<file path="src/rtl/multicycle_control.sv">
// Main control FSM of the multicycle RV32I core.
// Sequences fetch/decode/execute/memory/writeback, drives the instruction
// register and PC strobes plus every datapath mux select, waits on the
// memory-ready handshake and counts retired instructions. Unsupported
// opcodes park the machine in TRAP until reset.
module multicycle_control #(
  parameter int COUNT_WIDTH = 32
) (
  input  logic                   clk,
  input  logic                   reset,
  input  logic [6:0]             op,
  input  logic [2:0]             func3,
  input  logic                   zero,
  input  logic                   mem_ready,
  output logic                   IRWrite,
  output logic                   PCWrite,
  output logic                   MemRead,
  output logic                   MemWrite,
  output logic                   RegWrite,
  output logic                   AdrSrc,
  output logic [1:0]             ALUSrcA,
  output logic [1:0]             ALUSrcB,
  output logic [1:0]             ALUOp,
  output logic [1:0]             ResultSrc,
  output logic [2:0]             ImmSrc,
  output logic                   illegal,
  output logic [3:0]             state,
  output logic [COUNT_WIDTH-1:0] retire_count
);

  // State encodings (visible on the debug port)
  localparam logic [3:0] S_FETCH    = 4'd0;
  localparam logic [3:0] S_DECODE   = 4'd1;
  localparam logic [3:0] S_MEMADR   = 4'd2;
  localparam logic [3:0] S_MEMREAD  = 4'd3;
  localparam logic [3:0] S_MEMWB    = 4'd4;
  localparam logic [3:0] S_MEMWRITE = 4'd5;
  localparam logic [3:0] S_EXECR    = 4'd6;
  localparam logic [3:0] S_ALUWB    = 4'd7;
  localparam logic [3:0] S_EXECI    = 4'd8;
  localparam logic [3:0] S_JAL      = 4'd9;
  localparam logic [3:0] S_BRANCH   = 4'd10;
  localparam logic [3:0] S_LUI      = 4'd11;
  localparam logic [3:0] S_TRAP     = 4'd15;

  // Opcodes
  localparam logic [6:0] OP_LOAD   = 7'b0000011;
  localparam logic [6:0] OP_STORE  = 7'b0100011;
  localparam logic [6:0] OP_RTYPE  = 7'b0110011;
  localparam logic [6:0] OP_ITYPE  = 7'b0010011;
  localparam logic [6:0] OP_BRANCH = 7'b1100011;
  localparam logic [6:0] OP_JAL    = 7'b1101111;
  localparam logic [6:0] OP_LUI    = 7'b0110111;

  // Mux select encodings
  localparam logic [1:0] SRCA_PC     = 2'b00;
  localparam logic [1:0] SRCA_OLDPC  = 2'b01;
  localparam logic [1:0] SRCA_RS1    = 2'b10;
  localparam logic [1:0] SRCB_RS2    = 2'b00;
  localparam logic [1:0] SRCB_IMM    = 2'b01;
  localparam logic [1:0] SRCB_FOUR   = 2'b10;
  localparam logic [1:0] ALU_ADD     = 2'b00;
  localparam logic [1:0] ALU_SUB     = 2'b01;
  localparam logic [1:0] ALU_FUNC    = 2'b10;
  localparam logic [1:0] RES_ALUOUT  = 2'b00;
  localparam logic [1:0] RES_RDATA   = 2'b01;
  localparam logic [1:0] RES_ALURES  = 2'b10;
  localparam logic [1:0] RES_IMM     = 2'b11;

  localparam logic [COUNT_WIDTH-1:0] COUNT_ONE = {{(COUNT_WIDTH-1){1'b0}}, 1'b1};

  logic [3:0]             state_reg;
  logic [3:0]             state_next;
  logic [COUNT_WIDTH-1:0] count_reg;
  logic                   retire;

  // Only beq and bne are implemented; other branch flavours trap.
  logic branch_supported;
  assign branch_supported = (func3 == 3'b000) || (func3 == 3'b001);

  // State register: reset returns to FETCH regardless of other inputs
  always_ff @(posedge clk) begin
    if (reset) begin
      state_reg <= S_FETCH;
    end else begin
      state_reg <= state_next;
    end
  end

  // Next-state logic; memory states hold until mem_ready
  always_comb begin
    state_next = state_reg;
    case (state_reg)
      S_FETCH:    state_next = mem_ready ? S_DECODE : S_FETCH;
      S_DECODE: begin
        case (op)
          OP_LOAD,
          OP_STORE:  state_next = S_MEMADR;
          OP_RTYPE:  state_next = S_EXECR;
          OP_ITYPE:  state_next = S_EXECI;
          OP_BRANCH: state_next = branch_supported ? S_BRANCH : S_TRAP;
          OP_JAL:    state_next = S_JAL;
          OP_LUI:    state_next = S_LUI;
          default:   state_next = S_TRAP;
        endcase
      end
      S_MEMADR:   state_next = (op == OP_STORE) ? S_MEMWRITE : S_MEMREAD;
      S_MEMREAD:  state_next = mem_ready ? S_MEMWB : S_MEMREAD;
      S_MEMWRITE: state_next = mem_ready ? S_FETCH : S_MEMWRITE;
      S_EXECR,
      S_EXECI,
      S_JAL:      state_next = S_ALUWB;   // JAL writes OldPC+4 in ALUWB
      S_MEMWB,
      S_ALUWB,
      S_BRANCH,
      S_LUI:      state_next = S_FETCH;
      S_TRAP:     state_next = S_TRAP;
      default:    state_next = S_TRAP;    // unused encodings are treated as faults
    endcase
  end

  // Output decode: Moore per state, plus the mem_ready/zero gated PC and IR strobes
  always_comb begin
    IRWrite   = 1'b0;
    PCWrite   = 1'b0;
    MemRead   = 1'b0;
    MemWrite  = 1'b0;
    RegWrite  = 1'b0;
    AdrSrc    = 1'b0;
    ALUSrcA   = SRCA_PC;
    ALUSrcB   = SRCB_RS2;
    ALUOp     = ALU_ADD;
    ResultSrc = RES_ALUOUT;
    illegal   = 1'b0;
    if (!reset) begin
      case (state_reg)
        S_FETCH: begin
          MemRead   = 1'b1;
          AdrSrc    = 1'b0;
          ALUSrcA   = SRCA_PC;
          ALUSrcB   = SRCB_FOUR;
          ALUOp     = ALU_ADD;
          ResultSrc = RES_ALURES;
          IRWrite   = mem_ready;
          PCWrite   = mem_ready;
        end
        S_DECODE: begin
          ALUSrcA = SRCA_OLDPC;
          ALUSrcB = SRCB_IMM;
          ALUOp   = ALU_ADD;
        end
        S_MEMADR: begin
          ALUSrcA = SRCA_RS1;
          ALUSrcB = SRCB_IMM;
          ALUOp   = ALU_ADD;
        end
        S_MEMREAD: begin
          MemRead   = 1'b1;
          AdrSrc    = 1'b1;
          ResultSrc = RES_ALUOUT;
        end
        S_MEMWB: begin
          RegWrite  = 1'b1;
          ResultSrc = RES_RDATA;
        end
        S_MEMWRITE: begin
          MemWrite  = 1'b1;
          AdrSrc    = 1'b1;
          ResultSrc = RES_ALUOUT;
        end
        S_EXECR: begin
          ALUSrcA = SRCA_RS1;
          ALUSrcB = SRCB_RS2;
          ALUOp   = ALU_FUNC;
        end
        S_EXECI: begin
          ALUSrcA = SRCA_RS1;
          ALUSrcB = SRCB_IMM;
          ALUOp   = ALU_FUNC;
        end
        S_ALUWB: begin
          RegWrite  = 1'b1;
          ResultSrc = RES_ALUOUT;
        end
        S_JAL: begin
          ALUSrcA   = SRCA_OLDPC;
          ALUSrcB   = SRCB_FOUR;
          ALUOp     = ALU_ADD;
          ResultSrc = RES_ALUOUT;
          PCWrite   = 1'b1;
        end
        S_BRANCH: begin
          ALUSrcA   = SRCA_RS1;
          ALUSrcB   = SRCB_RS2;
          ALUOp     = ALU_SUB;
          ResultSrc = RES_ALUOUT;
          case (func3)
            3'b000:  PCWrite = zero;
            3'b001:  PCWrite = ~zero;
            default: PCWrite = 1'b0;
          endcase
        end
        S_LUI: begin
          RegWrite  = 1'b1;
          ResultSrc = RES_IMM;
        end
        S_TRAP: begin
          illegal = 1'b1;
        end
        default: begin
          illegal = 1'b0;
        end
      endcase
    end
  end

  // Immediate format follows the opcode directly, independent of state
  always_comb begin
    ImmSrc = 3'b000;
    if (!reset) begin
      case (op)
        OP_STORE:  ImmSrc = 3'b001;
        OP_BRANCH: ImmSrc = 3'b010;
        OP_JAL:    ImmSrc = 3'b011;
        OP_LUI:    ImmSrc = 3'b100;
        default:   ImmSrc = 3'b000;
      endcase
    end
  end

  // An instruction retires in its final state (store only once memory accepts it)
  always_comb begin
    retire = 1'b0;
    case (state_reg)
      S_MEMWB,
      S_ALUWB,
      S_BRANCH,
      S_LUI:      retire = 1'b1;
      S_MEMWRITE: retire = mem_ready;
      default:    retire = 1'b0;
    endcase
  end

  // Retired-instruction counter, wraps naturally at its width
  always_ff @(posedge clk) begin
    if (reset) begin
      count_reg <= '0;
    end else if (retire) begin
      count_reg <= count_reg + COUNT_ONE;
    end
  end

  assign state        = state_reg;
  assign retire_count = count_reg;

endmodule
</file>
<file path="config.mk">
export PLATFORM = sky130hd
export DESIGN_NAME = multicycle_control
export DESIGN_NICKNAME = d
export VERILOG_FILES = /design/src/rtl/multicycle_control.sv
export SDC_FILE = /design/constraint.sdc
export NUM_CORES = 1
export LEC_CHECK = 0
export ABC_AREA = 0
export BUFFER_PORTS_ARGS = -buffer_cell sky130_fd_sc_hd__buf_4
export CORE_ASPECT_RATIO = 0.6
export CORE_UTILIZATION = 55
export DETAILED_ROUTE_END_ITERATION = 16
export MAX_ROUTING_LAYER = met4
export PLACE_DENSITY = 0.86
export SKIP_LAST_GASP = 1
export SYNTH_ARGS = -nofsm -noshare
export SYNTH_HDL_FRONTEND = slang
export SYNTH_SLANG_ARGS = --single-unit
</file>
<file path="constraint.sdc">
create_clock -name clk -period 3 [get_ports clk]
set_input_delay 0.75 -clock clk [delete_from_list [all_inputs] [get_ports clk]]
set_output_delay 0.75 -clock clk [all_outputs]
set_load 0.02 [all_outputs]
</file>
==> results.cfg, run 1 <==
[synth]
syn_nets = 322
syn_area_per_cell_um2 = 8.02
synth-edff-count = 0
seq_area_frac_synth_pct = 29.3
synth_cells = 307
async_flop_share_pct = 0
yosysWarningCount = 0
yosys.cell_types.count = 54
syn_area_mm2 = 0.00246
synth_flop_cell = dfxtp_1
ys_ff_latch = 36

[finish]
area_growth_pct = 25.2
drive_above_1_share_pct = 25.5
nFillCells = 348
layout.nets = 378
largest_reg_flops = 32
diodes = 0
stdcell_area_mm2 = 0.00308

[timing]
clock_skew_ps = 9.21
period_share_pct = 91.5
tightest_slew_ps = 699
hold_violations = 0
rsz0062_at_grt = false
setup_viol = 0
final.min_clock_period_ps = 2740
finalMaxSlewViolations = 0
tns_ps = 0
relSlewSlack_pct = 53.3
fmax_mhz = 364

[floorplanning]
fp.dieW_um = 88.4
die_y_um = 53.8
die_area_mm2 = 0.00476
ios = 68
core_area_mm2 = 0.00421
initial_utilization_pct = 58.5
rows = 18

[clock_network]
postCtsSetupBuffers = 0
cts.clk_slew.worst_paths_ps = 80
cts_buffers = 5
cts_tree = yes
h-tree-depth = 2
hold_buffers = 0
cts_buffer_depth = 2
insertion_delay_ps = 290
cts_sinks = 36
cts_resized = 0
clock-root-buffer = clkbuf_8

[routing]
routed_via_density = 5.92
wl_per_cell_um = 14.2
wirelength_um = 6030
drc_errors = 0
dr.pass1.iters = 4
drt_iter0_drc = 135
vias = 2512
antenna_left = 0

[pwr]
swShare_pct = 40.4
ir_worst_vdd_v = 0.000385
power_frac_comb_pct = 44.6
p_leak_uw = 0.00117
seqPwrFrac_pct = 32.7
p_int_uw = 1110
power_density_mw_per_mm2 = 603
power_uw = 1860
p_sw_uw = 750
p_clk_share_pct = 22.7

[min_path]
holdPathEnd = retire_count[5]
hold_path_class = register to register
whs_path_depth = 2
worstHoldStart = retire_count[5]

[status]
outcome = complete, no violations

[grt]
grt_max_degree = 35
antenna_found_initial = 0
grt_overflow = 0
grt_pass1_vias = 2033
grt_util_all_layers_pct = 27.1
grt_pass1_wl_um = 9580

[run]
max_cap_viol_count = 0

[critical_path]
crit_path_max_fanout = 21
crit_type = register to output port
reg2reg_depth = 5
crit-reg2reg-launch = state[1]
cp.required_ps = 2250
timing.rr.end = retire_count[30]
cp.arrival_ps = 1990
startpoint_type = register
endpoint_kind = output port
reg2reg_slack_ps = 610

[placement]
place.gp.congestion = 0.846
hpwlAfterDp_um = 4370
portBuffers = 67
dpl_cell_area_mm2 = 0.00298
[Yosys cell counts, types with 2 or more instances]
| library cell | n | area (µm²) |
|---|---|---|
| dfxtp_1 | 36 | 721 |
| a21oi_1 | 29 | 145 |
| nor2_1 | 22 | 82.6 |
| o31ai_1 | 18 | 135 |
| or4_1 | 17 | 128 |
| nand2_1 | 16 | 60.1 |
| nand3_1 | 13 | 65.1 |
| nor2b_1 | 13 | 81.3 |
| clkbuf_1 | 12 | 45.0 |
| nor4_1 | 12 | 75.1 |
| mux2_1 | 11 | 124 |
| nand2b_1 | 11 | 68.8 |
| nor3_1 | 10 | 50.1 |
| o21ai_0 | 9 | 45.0 |
| nand4_1 | 8 | 50.1 |
| and4_1 | 5 | 43.8 |
| and2_1 | 4 | 25.0 |
| buf_1 | 4 | 15.0 |
| buf_4 | 4 | 30.0 |
| and3_1 | 3 | 18.8 |
| buf_2 | 3 | 15.0 |
| buf_6 | 3 | 33.8 |
| nor3b_1 | 3 | 22.5 |
| nor4b_2 | 3 | 45.0 |
| or3_1 | 3 | 18.8 |
| xnor2_1 | 3 | 26.3 |
| xor2_1 | 3 | 26.3 |
| a211oi_1 | 2 | 15.0 |
| or2_2 | 2 | 12.5 |
[per-layer routing]
layer	track usage [%]	wire length (µm)	up-vias	share of wire (%)
li1	-	-	1281	-
met1	38.6	3190	1155	53
met2	39.0	2490	72	41
met3	5.37	301	4	5.0
met4	7.26	38	0	0.63
met5	-	0	-	0
[power by group through the flow]
stage          registers, µW  clock network, µW  logic (µW)
2_1_floorplan            589                  0         603
3_3_place_gp             617                  0         809
3_5_place_dp             617                  0         819
4_1_cts                  606                431         821
5_1_grt                  623                451         910
6_report                 608                422         828
[stage by stage]
stage	hold WS, ps	worst slack, ps	cells	utilization [%]
after floorplan	559	136	307	-
after global placement	478	340	416	70.7
after detailed placement	492	323	416	70.7
after CTS	504	238	424	73.2
after global routing	524	6.82	424	73.2
final	502	256	424	73.2
[worst max path at each step]
stage                     slack (ps)  depth (start not counted)      start      end
after CTS                        240                          5   state[1]  PCWrite
after detailed placement         320                          6  mem_ready  PCWrite
after floorplan                  140                          4  mem_ready  PCWrite
after global placement           340                          6  mem_ready  PCWrite
after global routing               7                          5   state[1]  PCWrite
final                            260                          5   state[1]  PCWrite
[layout by cell type, fill, tap and decap left out, types with 2 or more instances in the layout]
cell / count
clkbuf_8: 5
nor4_1: 12
dfxtp_1: 36
o31ai_1: 18
nand2b_1: 11
nor3b_1: 3
a211oi_1: 2
mux2_1: 11
nand3_1: 13
and4_1: 5
and2_1: 4
a21oi_1: 29
nor4b_2: 3
or4_1: 17
nor3_1: 10
or2_2: 2
nor2_1: 22
xor2_1: 3
xnor2_1: 3
o21ai_0: 9
nor2b_1: 13
nand4_1: 8
buf_4: 74
nand2_1: 16
and3_1: 3
or3_1: 3
[worst max-delay path, stage by stage, from the launching register on]
cell and delay, ps:
dfxtp_1 530, or3b_2 570, nor2_1 100, a21oi_1 50, a2111oi_1 260, buf_4 210
[cell families after synthesis]
kind of cell,share of synthesized area [%]
multiplexers,5.43
flip-flops,29.3
AND/OR/NAND/NOR,38.3
AO/OA/AOI/OAI,18.4
XOR/XNOR,2.13
adder cells (fa/ha/maj),0.508
buffers and inverters,5.94
[cell type report]
cell class / instances / area (µm²) / area share [%]
tap: 60 / 75.1 / 2.43
clock buffer: 6 / 72.6 / 2.35
clock inverter: 2 / 35.0 / 1.14
sequential: 36 / 721 / 23.4
inverter: 2 / 7.51 / 0.243
multi-input combinational: 243 / 1600 / 51.8
timing repair buffer: 75 / 576 / 18.7
No activity file was read; power rests on OpenSTA's default activity.
==> run 2: changes to the inputs <==
--- a/config.mk
+++ b/config.mk
@@ -7,12 +7,12 @@
 export LEC_CHECK = 0
 export ABC_AREA = 0
 export BUFFER_PORTS_ARGS = -buffer_cell sky130_fd_sc_hd__buf_4
-export CORE_ASPECT_RATIO = 0.6
-export CORE_UTILIZATION = 55
+export CORE_UTILIZATION = 53
 export DETAILED_ROUTE_END_ITERATION = 16
 export MAX_ROUTING_LAYER = met4
-export PLACE_DENSITY = 0.86
+export PLACE_DENSITY = 0.84
 export SKIP_LAST_GASP = 1
+export SLEW_MARGIN = 20
 export SYNTH_ARGS = -nofsm -noshare
 export SYNTH_HDL_FRONTEND = slang
 export SYNTH_SLANG_ARGS = --single-unit
==> constraint.sdc (replaced) <==
create_clock -name clk -period 2.85 [get_ports clk]
set_input_delay 0.7125 -clock clk [delete_from_list [all_inputs] [get_ports clk]]
set_output_delay 0.7125 -clock clk [all_outputs]
set_load 0.02 [all_outputs]
==> results.cfg, run 2 (same netlist as run 1, synthesis figures left out) <==
[status]
outcome = complete, no violations

[critical_path]
startpoint_type = register
crit_path_max_fanout = 17
endpoint_kind = output port
cp_slowest_cell = or3b_2
critPathBufInv = 1
worstPathCellList = or3b_2, nor2_1, a21oi_1, a2111oi_1, buf_4
cp_top_family = simple AND/OR/NAND/NOR gates
cp.required_ps = 2140
crit_type = register to output port
slowest_delay_ps = 520
cp.arrival_ps = 1940

[floorplanning]
rows = 24
fp.dieW_um = 70.2
ios = 68
die_y_um = 70.2
core_area_mm2 = 0.00441
die_area_mm2 = 0.00493
initial_utilization_pct = 55.8

[pwr]
ir_worst_vdd_v = 0.000437
p_leak_uw = 0.00115
power_density_mw_per_mm2 = 625
power_uw = 1900

[clock_network]
h-tree-depth = 2
cts_buffers = 5
cts.clk_slew.worst_paths_ps = 70
cts_tree = yes
postCtsSetupBuffers = 0
hold_buffers = 0
clock-root-buffer = clkbuf_8
cts_sinks = 36
cts_resized = 0
cts_buffer_depth = 2
insertion_delay_ps = 290

[finish]
diodes = 0
largest_reg_flops = 32
fin_cells = 414
area_growth_pct = 23.7
layout_commonest_cell = buf_4
drive_above_1_share_pct = 25.1
final_cell_mix = buf_4 (73), dfxtp_1 (36), a21oi_1 (29)
layout.nets = 376

[routing]
routed_via_density = 6.12
drc_errors = 0
dr.pass1.iters = 6
drt_iter0_drc = 176
wirelength_um = 5960
wl_per_cell_um = 14.4
vias = 2533
antenna_left = 0

[placement]
hpwlAfterDp_um = 4170
pre_cts_slack_ps = 226
dpl.cell_count = 406
portBuffers = 67
place.gp.congestion = 0.820

[timing]
whs_ps = 500
tightest_slew_ps = 583
finalMaxSlewViolations = 0
setup_ws_ps = 200
rsz0062_at_grt = false
clock_skew_ps = 9.28
period_share_pct = 93.0
fmax_mhz = 377
final.min_clock_period_ps = 2650
hold_violations = 0
setup_viol = 0
relSlewSlack_pct = 60.6
tns_ps = 0

[grt]
antenna_found_initial = 0
grt_overflow = 0
grt_pass1_wl_um = 10000
grt_max_degree = 41
grt_util_all_layers_pct = 25.3
grt_pass1_vias = 2249

[run]
max_cap_viol_count = 0

[min_path]
hold_path_class = register to register
run 2: cell count changes in the layout (fill, tap and decap cells not counted):
| cell | change |
|---|---|
| buf_12 | -1 |
| buf_4 | -1 |
run 2: metrics by stage:
stage	util, %	cell area (µm²)
final	69.0	3050
after global routing	69.0	3050
after CTS	69.0	3050
after detailed placement	66.6	2940
after global placement	66.6	2940
after floorplan	-	2460
run 2: worst register-to-register path: stages (launching register included):
cell and delay (ps):
dfxtp_1 650, buf_4 280, and3b_1 220, a221oi_4 50, buf_4 240, nor4_1 390
mux2_1 370
run 2: path summary, 6_finish.rpt:
kind,startpoint,end,slack (ps),cells past startpoint
setup / recovery,state[0],PCWrite,200,5
hold / removal,retire_count[5],retire_count[5],500,2
setup reg to reg,state[3],retire_count[22],550,6
hold reg to reg,retire_count[5],retire_count[5],500,2
run 2: per-layer routing:
metal	wire length, µm	up-vias	track usage, %
met5	0	-	-
met4	86	0	8.89
met3	245	10	4.04
met2	2920	66	40.7
met1	2700	1179	32.1
li1	-	1278	-
run 2: cell type report:
cell class / count / area (µm²)
multi-input combinational: 243 / 1600
fill: 387 / 1370
sequential: 36 / 721
timing repair buffer: 73 / 548
clock buffer: 6 / 72.6
tap: 52 / 65.1
clock inverter: 2 / 35.0
inverter: 2 / 7.51
run 2: power breakdown:
part / total, µW / internal [µW] / switching, µW
registers: 638 / 534 / 104
logic: 821 / 338 / 483
clock network: 444 / 260 / 184
==> run 3: changes to the inputs <==
--- a/config.mk
+++ b/config.mk
@@ -7,7 +7,9 @@
 export LEC_CHECK = 0
 export ABC_AREA = 0
 export BUFFER_PORTS_ARGS = -buffer_cell sky130_fd_sc_hd__buf_4
+export CAP_MARGIN = 40
 export CORE_UTILIZATION = 53
+export CTS_CLUSTER_DIAMETER = 80
 export DETAILED_ROUTE_END_ITERATION = 16
 export MAX_ROUTING_LAYER = met4
 export PLACE_DENSITY = 0.84
==> constraint.sdc (replaced) <==
create_clock -name clk -period 2.8 [get_ports clk]
set_input_delay 0.7 -clock clk [delete_from_list [all_inputs] [get_ports clk]]
set_output_delay 0.7 -clock clk [all_outputs]
set_load 0.02 [all_outputs]
==> results.cfg, run 3 (same netlist as run 1, synthesis figures left out) <==
[finish]
drive_above_1_share_pct = 25.7
multi_input_area_mm2 = 0.00160
largest_reg_flops = 32
area_growth_pct = 26.3
nFillCells = 364
seq_area_um2 = 722
layout_commonest_cell = buf_4
layout.nets = 376
final_cell_mix = buf_4 (72), dfxtp_1 (35), a21oi_1 (29)
diodes = 0

[critical_path]
crit_type = register to output port
reg2reg_depth = 5
cp.required_ps = 2100
slowest_delay_ps = 530
worstPathCellList = or3b_2, nor2_1, a21oi_1, a2111oi_1, buf_4
timing.rr.end = retire_count[6]
cp.arrival_ps = 1990
startpoint_type = register
crit-reg2reg-launch = state[0]
cp_slowest_cell = or3b_2
reg2reg_slack_ps = 510
crit_path_max_fanout = 17
endpoint_kind = output port

[pwr]
power_density_mw_per_mm2 = 696
p_clk_share_pct = 30.0
seqPwrFrac_pct = 29.0
ir_worst_vdd_v = 0.000357
swShare_pct = 37.5
p_leak_uw = 0.00118
power_frac_comb_pct = 41.1
p_int_uw = 1350
p_sw_uw = 812

[grt]
grt_overflow = 0
grt_util_all_layers_pct = 25.7
antenna_found_initial = 0
grt_pass1_wl_um = 10300
grt_pass1_vias = 2274
grt_max_degree = 41

[timing]
whs_ps = 504
clock_skew_ps = 4.06
tightest_slew_ps = 667
relSlewSlack_pct = 54.9
period_share_pct = 96.0
final.min_clock_period_ps = 2690
hold_violations = 0
finalMaxSlewViolations = 0
setup_viol = 0
fmax_mhz = 372
tns_ps = 0
rsz0062_at_grt = false

[status]
outcome = complete, no violations

[min_path]
hold_path_class = register to register
whs_path_depth = 2
worstHoldStart = retire_count[9]
holdPathEnd = retire_count[9]

[clock_network]
cts.clk_slew.worst_paths_ps = 80
cts_buffers = 5
clock-root-buffer = clkbuf_8
cts_buffer_depth = 2
h-tree-depth = 2
cts_sinks = 36
insertion_delay_ps = 290
postCtsSetupBuffers = 0
cts_tree = yes

[floorplanning]
die_y_um = 70.2
fp.dieW_um = 70.2
ios = 68
rows = 24
core_area_mm2 = 0.00441
die_area_mm2 = 0.00493
initial_utilization_pct = 55.8

[run]
max_cap_viol_count = 0

[routing]
wl_per_cell_um = 14.7
dr.pass1.iters = 4
antenna_left = 0
drc_errors = 0
vias = 2582
routed_via_density = 6.24
wirelength_um = 6090
drt_iter0_drc = 182

[placement]
portBuffers = 67
place.gp.congestion = 0.822
hpwlAfterDp_um = 4200
run 3: cell count changes in the layout (fill, tap and decap cells not counted):
cell	before	now
dfxtp_1	36	35
bufinv_16	1	3
buf_4	73	72
buf_12	0	1
clkbuf_1	1	0
clkinv_2	1	0
dfxtp_2	0	1
run 3: what timing repair did:
item,4_1_cts,5_1_grt
endpoints found under the setup margin,0,1
gates resized for setup,0,1
hold buffers,0,0
run 3: final cells by class:
type	count	share of cell area [%]
clock buffers	5	2.21
repair buffers	73	18.0
inverters	2	0.241
multi-input cells	243	51.3
well taps	52	2.09
clock inverters	3	2.90
flip-flops and latches	36	23.2
run 3: routing by layer:
layer / GRT usage (%) / wire length (µm)
met1: 33.6 / 2800
met2: 40.6 / 2910
met3: 5.77 / 315
met4: 5.78 / 60
met5: - / 0
run 3: worst max path at each step:
stage | from | to | slack [ps] | cells past startpoint
2_1_floorplan | mem_ready | PCWrite | 40 | 4
3_3_place_gp | mem_ready | PCWrite | 240 | 6
3_5_place_dp | mem_ready | PCWrite | 150 | 6
4_1_cts | state[0] | PCWrite | 120 | 5
5_1_grt | state[0] | PCWrite | 20 | 5
6_report | state[0] | PCWrite | 110 | 5
run 3: power by group through the flow:
stage / clock (µW) / sequential (µW) / combinational, µW
2_1_floorplan: 0 / 631 / 646
3_3_place_gp: 0 / 635 / 868
3_5_place_dp: 0 / 638 / 879
4_1_cts: 653 / 625 / 886
5_1_grt: 670 / 637 / 969
6_report: 649 / 627 / 889
run 3: critical path: cells and delay by family, from the launching register on:
family | cells | cell delay, ps
buffers and inverters | 1 | 220
DFF | 1 | 480
and+or+nand+nor | 2 | 630
AOI/OAI and AO/OA | 2 | 370
run 3: through the flow:
step                power (µW)  cells  util, %  cell area, µm²  setup slack [ps]
floorplan                 1280    307        -            2460              35.8
global route              2280    414     70.5            3110              19.5
global placement          1500    406     66.9            2950               238
finish                    2170    414     70.5            3110               111
detailed placement        1520    406     66.9            2950               154
CTS                       2160    414     70.5            3110               117
